**src/rtl/alu_op_issuer.sv**
```systemverilog
`default_nettype none
// ============================================================================
// Module  : alu_op_issuer
// Brief   : Command-side initiator for a SimpleALU-style ALU with a 4-entry
//           operand register file, fixed-latency or Ready-based completion.
// Revision: 1.0
// ============================================================================
module alu_op_issuer #(
    parameter int                         INPUT_BIT_WIDTH = 8,
    parameter int                         INSTR_BIT_WIDTH = 5,
    parameter int                         FIXED_LATENCY   = 2,
    parameter int                         DIV_TIMEOUT     = 32,
    parameter logic [INSTR_BIT_WIDTH-1:0] CODE_INSTR_NOP  = 5'b00000,
    parameter logic [INSTR_BIT_WIDTH-1:0] CODE_INSTR_DIV  = 5'b00100
) (
    input  logic                       Clk,
    input  logic                       ResetN,
    input  logic                       CmdValid,
    output logic                       CmdReady,
    input  logic [INSTR_BIT_WIDTH-1:0] CmdInstr,
    input  logic [1:0]                 CmdSrcA,
    input  logic [1:0]                 CmdSrcB,
    input  logic [1:0]                 CmdDst,
    input  logic                       LoadValid,
    input  logic [1:0]                 LoadAddr,
    input  logic [INPUT_BIT_WIDTH-1:0] LoadData,
    input  logic [1:0]                 ReadAddr,
    output logic [INPUT_BIT_WIDTH-1:0] ReadData,
    output logic [INSTR_BIT_WIDTH-1:0] AluInstruction,
    output logic [INPUT_BIT_WIDTH-1:0] AluInputA,
    output logic [INPUT_BIT_WIDTH-1:0] AluInputB,
    input  logic [INPUT_BIT_WIDTH-1:0] AluResultA,
    input  logic [INPUT_BIT_WIDTH-1:0] AluResultB,
    input  logic                       AluReady,
    output logic                       DoneValid,
    output logic [INPUT_BIT_WIDTH-1:0] DoneResult,
    output logic                       Busy,
    output logic                       Timeout
);

    localparam logic [8:0] c_fixed_latency = 9'(FIXED_LATENCY);
    localparam logic [8:0] c_div_timeout   = 9'(DIV_TIMEOUT);

    typedef enum logic [1:0] {
        ST_IDLE  = 2'd0,
        ST_ISSUE = 2'd1,
        ST_WAIT  = 2'd2,
        ST_WB    = 2'd3
    } state_t;

    state_t                       state_q, state_d;
    logic [INPUT_BIT_WIDTH-1:0]   regs_q [4];
    logic [INPUT_BIT_WIDTH-1:0]   regs_d [4];
    logic [INSTR_BIT_WIDTH-1:0]   instr_q, instr_d;
    logic [1:0]                   dst_q, dst_d;
    logic [INPUT_BIT_WIDTH-1:0]   op_a_q, op_a_d;
    logic [INPUT_BIT_WIDTH-1:0]   op_b_q, op_b_d;
    logic [7:0]                   cnt_q, cnt_d;
    logic [INPUT_BIT_WIDTH-1:0]   done_result_q, done_result_d;
    logic                         timeout_q, timeout_d;

    logic                         w_can_accept;
    logic                         w_accept;
    logic                         w_in_flight;
    logic                         w_is_div;
    logic [8:0]                   w_edge_num;
    logic                         w_sample;
    logic                         w_expire;

    always_comb begin
        w_can_accept = (state_q == ST_IDLE) || (state_q == ST_WB);
        w_accept     = CmdValid && w_can_accept;
        w_in_flight  = (state_q == ST_ISSUE) || (state_q == ST_WAIT);
        w_is_div     = (instr_q == CODE_INSTR_DIV);
        // Ordinal of the edge that ends the current cycle, counted from the accept edge.
        w_edge_num   = {1'b0, cnt_q} + 9'd1;
        w_sample     = 1'b0;
        w_expire     = 1'b0;
        if (w_in_flight) begin
            if (w_is_div) begin
                // Ready at the first post-accept edge may belong to a previous divide.
                w_sample = AluReady && (w_edge_num >= 9'd2);
                w_expire = !w_sample && (w_edge_num >= c_div_timeout);
            end else begin
                w_sample = (w_edge_num == c_fixed_latency);
            end
        end
    end

    always_comb begin
        state_d       = state_q;
        regs_d        = regs_q;
        instr_d       = instr_q;
        dst_d         = dst_q;
        op_a_d        = op_a_q;
        op_b_d        = op_b_q;
        cnt_d         = cnt_q;
        done_result_d = done_result_q;
        timeout_d     = timeout_q;

        case (state_q)
            ST_IDLE, ST_WB: begin
                state_d = w_accept ? ST_ISSUE : ST_IDLE;
            end
            ST_ISSUE, ST_WAIT: begin
                cnt_d   = cnt_q + 8'd1;
                state_d = (w_sample || w_expire) ? ST_WB : ST_WAIT;
            end
            default: state_d = ST_IDLE;
        endcase

        // Operands come from the current register contents, so a same-edge load is not bypassed.
        if (w_accept) begin
            instr_d = CmdInstr;
            dst_d   = CmdDst;
            op_a_d  = regs_q[CmdSrcA];
            op_b_d  = regs_q[CmdSrcB];
            cnt_d   = 8'd0;
        end

        if (LoadValid) begin
            regs_d[LoadAddr] = LoadData;
        end

        if (w_sample) begin
            regs_d[dst_q]  = AluResultA;
            done_result_d  = AluResultA;
            if (w_is_div) begin
                regs_d[dst_q + 2'd1] = AluResultB;
            end
        end

        if (w_expire) begin
            done_result_d = '0;
            timeout_d     = 1'b1;
        end
    end

    always_ff @(posedge Clk or negedge ResetN) begin
        if (!ResetN) begin
            state_q       <= ST_IDLE;
            for (int i = 0; i < 4; i++) begin
                regs_q[i] <= '0;
            end
            instr_q       <= CODE_INSTR_NOP;
            dst_q         <= 2'd0;
            op_a_q        <= '0;
            op_b_q        <= '0;
            cnt_q         <= 8'd0;
            done_result_q <= '0;
            timeout_q     <= 1'b0;
        end else begin
            state_q       <= state_d;
            for (int i = 0; i < 4; i++) begin
                regs_q[i] <= regs_d[i];
            end
            instr_q       <= instr_d;
            dst_q         <= dst_d;
            op_a_q        <= op_a_d;
            op_b_q        <= op_b_d;
            cnt_q         <= cnt_d;
            done_result_q <= done_result_d;
            timeout_q     <= timeout_d;
        end
    end

    always_comb begin
        CmdReady       = ResetN && w_can_accept;
        Busy           = w_in_flight;
        DoneValid      = (state_q == ST_WB);
        DoneResult     = done_result_q;
        Timeout        = timeout_q;
        ReadData       = regs_q[ReadAddr];
        AluInstruction = w_in_flight ? instr_q : CODE_INSTR_NOP;
        AluInputA      = w_in_flight ? op_a_q : '0;
        AluInputB      = w_in_flight ? op_b_q : '0;
    end

endmodule
`default_nettype wire

```
**config.mk**
```make
export PLATFORM = sky130hd
export DESIGN_NAME = alu_op_issuer
export DESIGN_NICKNAME = d
export VERILOG_FILES = /design/src/rtl/alu_op_issuer.sv
export SDC_FILE = /design/constraint.sdc
export NUM_CORES = 1
export LEC_CHECK = 0
export CORE_UTILIZATION = 35
export CTS_BUF_LIST = sky130_fd_sc_hd__clkbuf_16
export DETAILED_ROUTE_END_ITERATION = 10
export SKIP_CTS_REPAIR_TIMING = 1
export SLEW_MARGIN = 25
export SYNTH_ARGS = -nofsm -noshare
export SYNTH_HDL_FRONTEND = slang
export SYNTH_SLANG_ARGS = --single-unit
```
**constraint.sdc**
```tcl
create_clock -name Clk -period 2.6 [get_ports Clk]
set_input_delay 0.26 -clock Clk [delete_from_list [all_inputs] [get_ports Clk]]
set_output_delay 0.26 -clock Clk [all_outputs]
set_load 0.01 [all_outputs]
```
==> results of run 1 <==
## synthesized netlist by cell type (all sizes together), types with 2 or more instances
library cell and count:
a22oi 16, and4 2, inv 4, nand3 16, a32oi 7, clkbuf 21, buf 12, and2 22
o22ai 16, dfrtp 74, mux4 24, nand4b 2, nand4 2, o21ai 16, nand3b 2, o31ai 8
a21oi 12, and4b 7, mux2i 33, ha 3, nor2 7, nand2b 12, nand2 20, mux2 26
nor2b 4, nor3 3
## state kept, by name, summed over array words and instances, names as in the netlist
name and flops:
instr_q 5, op_a_q 8, regs_q 32, state_q 2, DoneResult 8, op_b_q 8
cnt_q 8, Timeout 1, dst_q 2
## area by class of cell
cell class                      instances  area, µm²
Sequential cell                        74       1850
Multi-Input combinational cell        274       2420
Inverter                                4       15.0
Clock inverter                          6        106
Clock buffer                            9        225
Timing Repair Buffer                  108       1030
Fill cell                            1128       6300
Tap cell                              168        210
## cell families after synthesis
kind of cell / synth area share, %
buffers and inverters: 3.40
flip-flops: 41.9
adder cells (fa/ha/maj): 0.849
multiplexers: 26.4
AND/OR/NAND/NOR: 14.9
AO/OA/AOI/OAI: 12.5
## worst paths after layout
check	from	endpoint	slack (ps)	cells after the start
setup / recovery	cnt_q[0]	regs_q[4]	200	8
hold reg to reg	Timeout	Timeout	470	1
min in group asynchronous	ResetN	op_a_q[1]	480	3
setup reg to reg	cnt_q[0]	regs_q[4]	200	8
max in group asynchronous	ResetN	regs_q[12]	1130	4
hold / removal	Timeout	Timeout	470	1
## power by group through the flow
stage	logic, mW	registers [mW]	clock network (mW)
final	3.77	2.25	1.40
after CTS	3.80	2.24	1.42
after global routing	4.12	2.34	1.47
after floorplan	2.40	2.04	0
after global placement	3.74	2.22	0
after detailed placement	3.78	2.26	0
## routing by layer
metal	vias up	global-route usage [%]
li1	1641	-
met2	120	31.3
met3	9	3.76
met5	-	0
met1	1733	26.0
met4	0	6.41
## critical path: cells and delay by family (launching register included)
family	cells	cell delay [ps]
adders and majority gates	1	250
AOI/OAI and AO/OA	2	470
DFF	1	440
and+or+nand+nor	3	550
buffers and inverters	1	230
muxes	1	280
## per-stage QoR
stage / worst slack, ps / power (mW) / utilization, %
after CTS: 182 / 7.47 / 48.1
final: 203 / 7.42 / 48.2
after floorplan: 436 / 4.44 / -
after global routing: 34.0 / 7.93 / 48.2
after global placement: 281 / 5.96 / 45.4
after detailed placement: 226 / 6.05 / 45.4
==> results.toml, run 1 <==
[synthesis]
synthCells = 385
mapped_avg_cell_area_um2 = 11.5
netlist.top_cell.by_area = "dfrtp_1"
synth-seq-cells = 74
synth_edf_count = 0
synth_fp_nets = 432
post-synth-top-area-fraction_pct = 41.9
cell_types_occupying_the_most_area_after_synthesis = "dfrtp_1, mux4_2, mux2i_1"
syn_area_um2 = 4420
ys_dominant_reg_cell = "dfrtp_1"
ys_seq_area_share_pct = 41.9
postSynth.asyncResetShare_pct = 100
ys_warn_count = 0
yosysUniqueCellTypes = 48

[floorplan]
coreArea_um2 = 12200
fp.dieW_um = 114
placementRows = 40
pin_count = 85
floorplan.die.height_um = 114
floorplan.die_area_um2 = 13100
floorplan.initialDensity_pct = 36.3

[detailed_routing]
top_layer = "met4"
via_count = 3503
post_detailed_route_count_of_antenna_violating_nets = 0
route.met2.wl_mm = 5.68
met3_length_um = 576
route.detailed.drc = 0
post_detailed_route_via_to_cell_ratio = 5.45
m1WireLength_mm = 5.51
detail_route.iter0.violations = 179
totalWireLength_mm = 11.9
routed_wire_length_per_instance_um = 18.6
drt-pass1-iter-count = 5

[clock_tree]
cts_tree = "built"
max-clock-path-buffers = 2
cts_num_sinks = 74
htree_num_levels = 3
clock_latency_ps = 330
clk_tree_root_cell = "clkbuf_16"
cts_bufs_inserted = 9
cts.clk_slew.worst_paths_ps = 60

[placed_design]
number_of_port_buffers = 84
dpl_cell_area_um2 = 5520
rd_place_congestion = 0.823
placedCellCount = 627
dpl.hpwl_mm = 9.09

[power]
internal_power_mw = 4.73
peakVddDrop_mv = 0.682
leakagePower_nw = 2.46
power_frac_comb_pct = 50.8
power_per_standard_cell_area_nw_per_um2 = 1270
switching_share_pct = 36.3
total_net_switching_power_mw = 2.70
p_seq_share_pct = 30.3
power.share.clock_pct = 18.9

[timing]
max_slew.worst_pin.slew_ps = 826
worst_clock_skew_ps = 7.51
setup_total_negative_slack_ps = 0
rsz0062_at_grt = "false"
maxSlewHeadroom_pct = 44.9
fin_crit_sh_pct = 92.2
layout_min_cycle_time_ps = 2400
final_hold_viol_count = 0
holdWs_ps = 471
report.final.slew_viol_count = 0
fmaxAchievable_ghz = 0.417
finalSetupViolations = 0

[global_routing]
grt_pass1_wl_mm = 19.2
global_route.overflow_total = 0
vias_in_the_first_global_route = 3559
grtUsageTotal_pct = 19.3
grt_start_max_net_pins = 59
antenna_violations_before_repair = 0

[worst_setup_path]
start_kind = "flip-flop"
crit_arrival_ps = 2550
worst_setup_path_end_kind = "flip-flop"
critical_path_required_ps = 2750
path_cells = "ha_1, and4_1, nor4b_1, mux2_4, a211oi_2, and2_1, buf_4, a32oi_1"
critical-path-max-stage-delay_ps = 440
cp_max_fo = 16
worst_path_max_delay_cell = "dfrtp_1"
path_class = "reg2reg"

[layout]
final_nets = 518
final_cell_mix = "clkdlybuf4s50_1, dfrtp_1, mux2i_1"
layout.cells.non_filler = 643
flow.area_growth_from_synthesis_pct = 32.6
drive_gt1_share_pct = 20.0
diodes = 0
most_common_library_cell_in_the_layout_ignoring_fill_and_taps = "clkdlybuf4s50_1"
post-route-cell-area_um2 = 5860

[status]
status = "complete, no violations"

[hold_path]
worst_hold_path_type = "reg2reg"

[flow_run]
max_cap_violations = 0
No activity file was read; power rests on OpenSTA's default activity.
==> run 2, diff against run 1 <==
- HOLD_SLACK_MARGIN: not set -> 0.12
==> results of run 2 <==
No change in the layout: final DEF, timing and power equal those of run 1.
==> run 3, diff against run 2 <==
- ABC_CLOCK_PERIOD_IN_PS: not set -> 2600
==> results of run 3 <==
No change in the layout: final DEF, timing and power equal those of run 1.
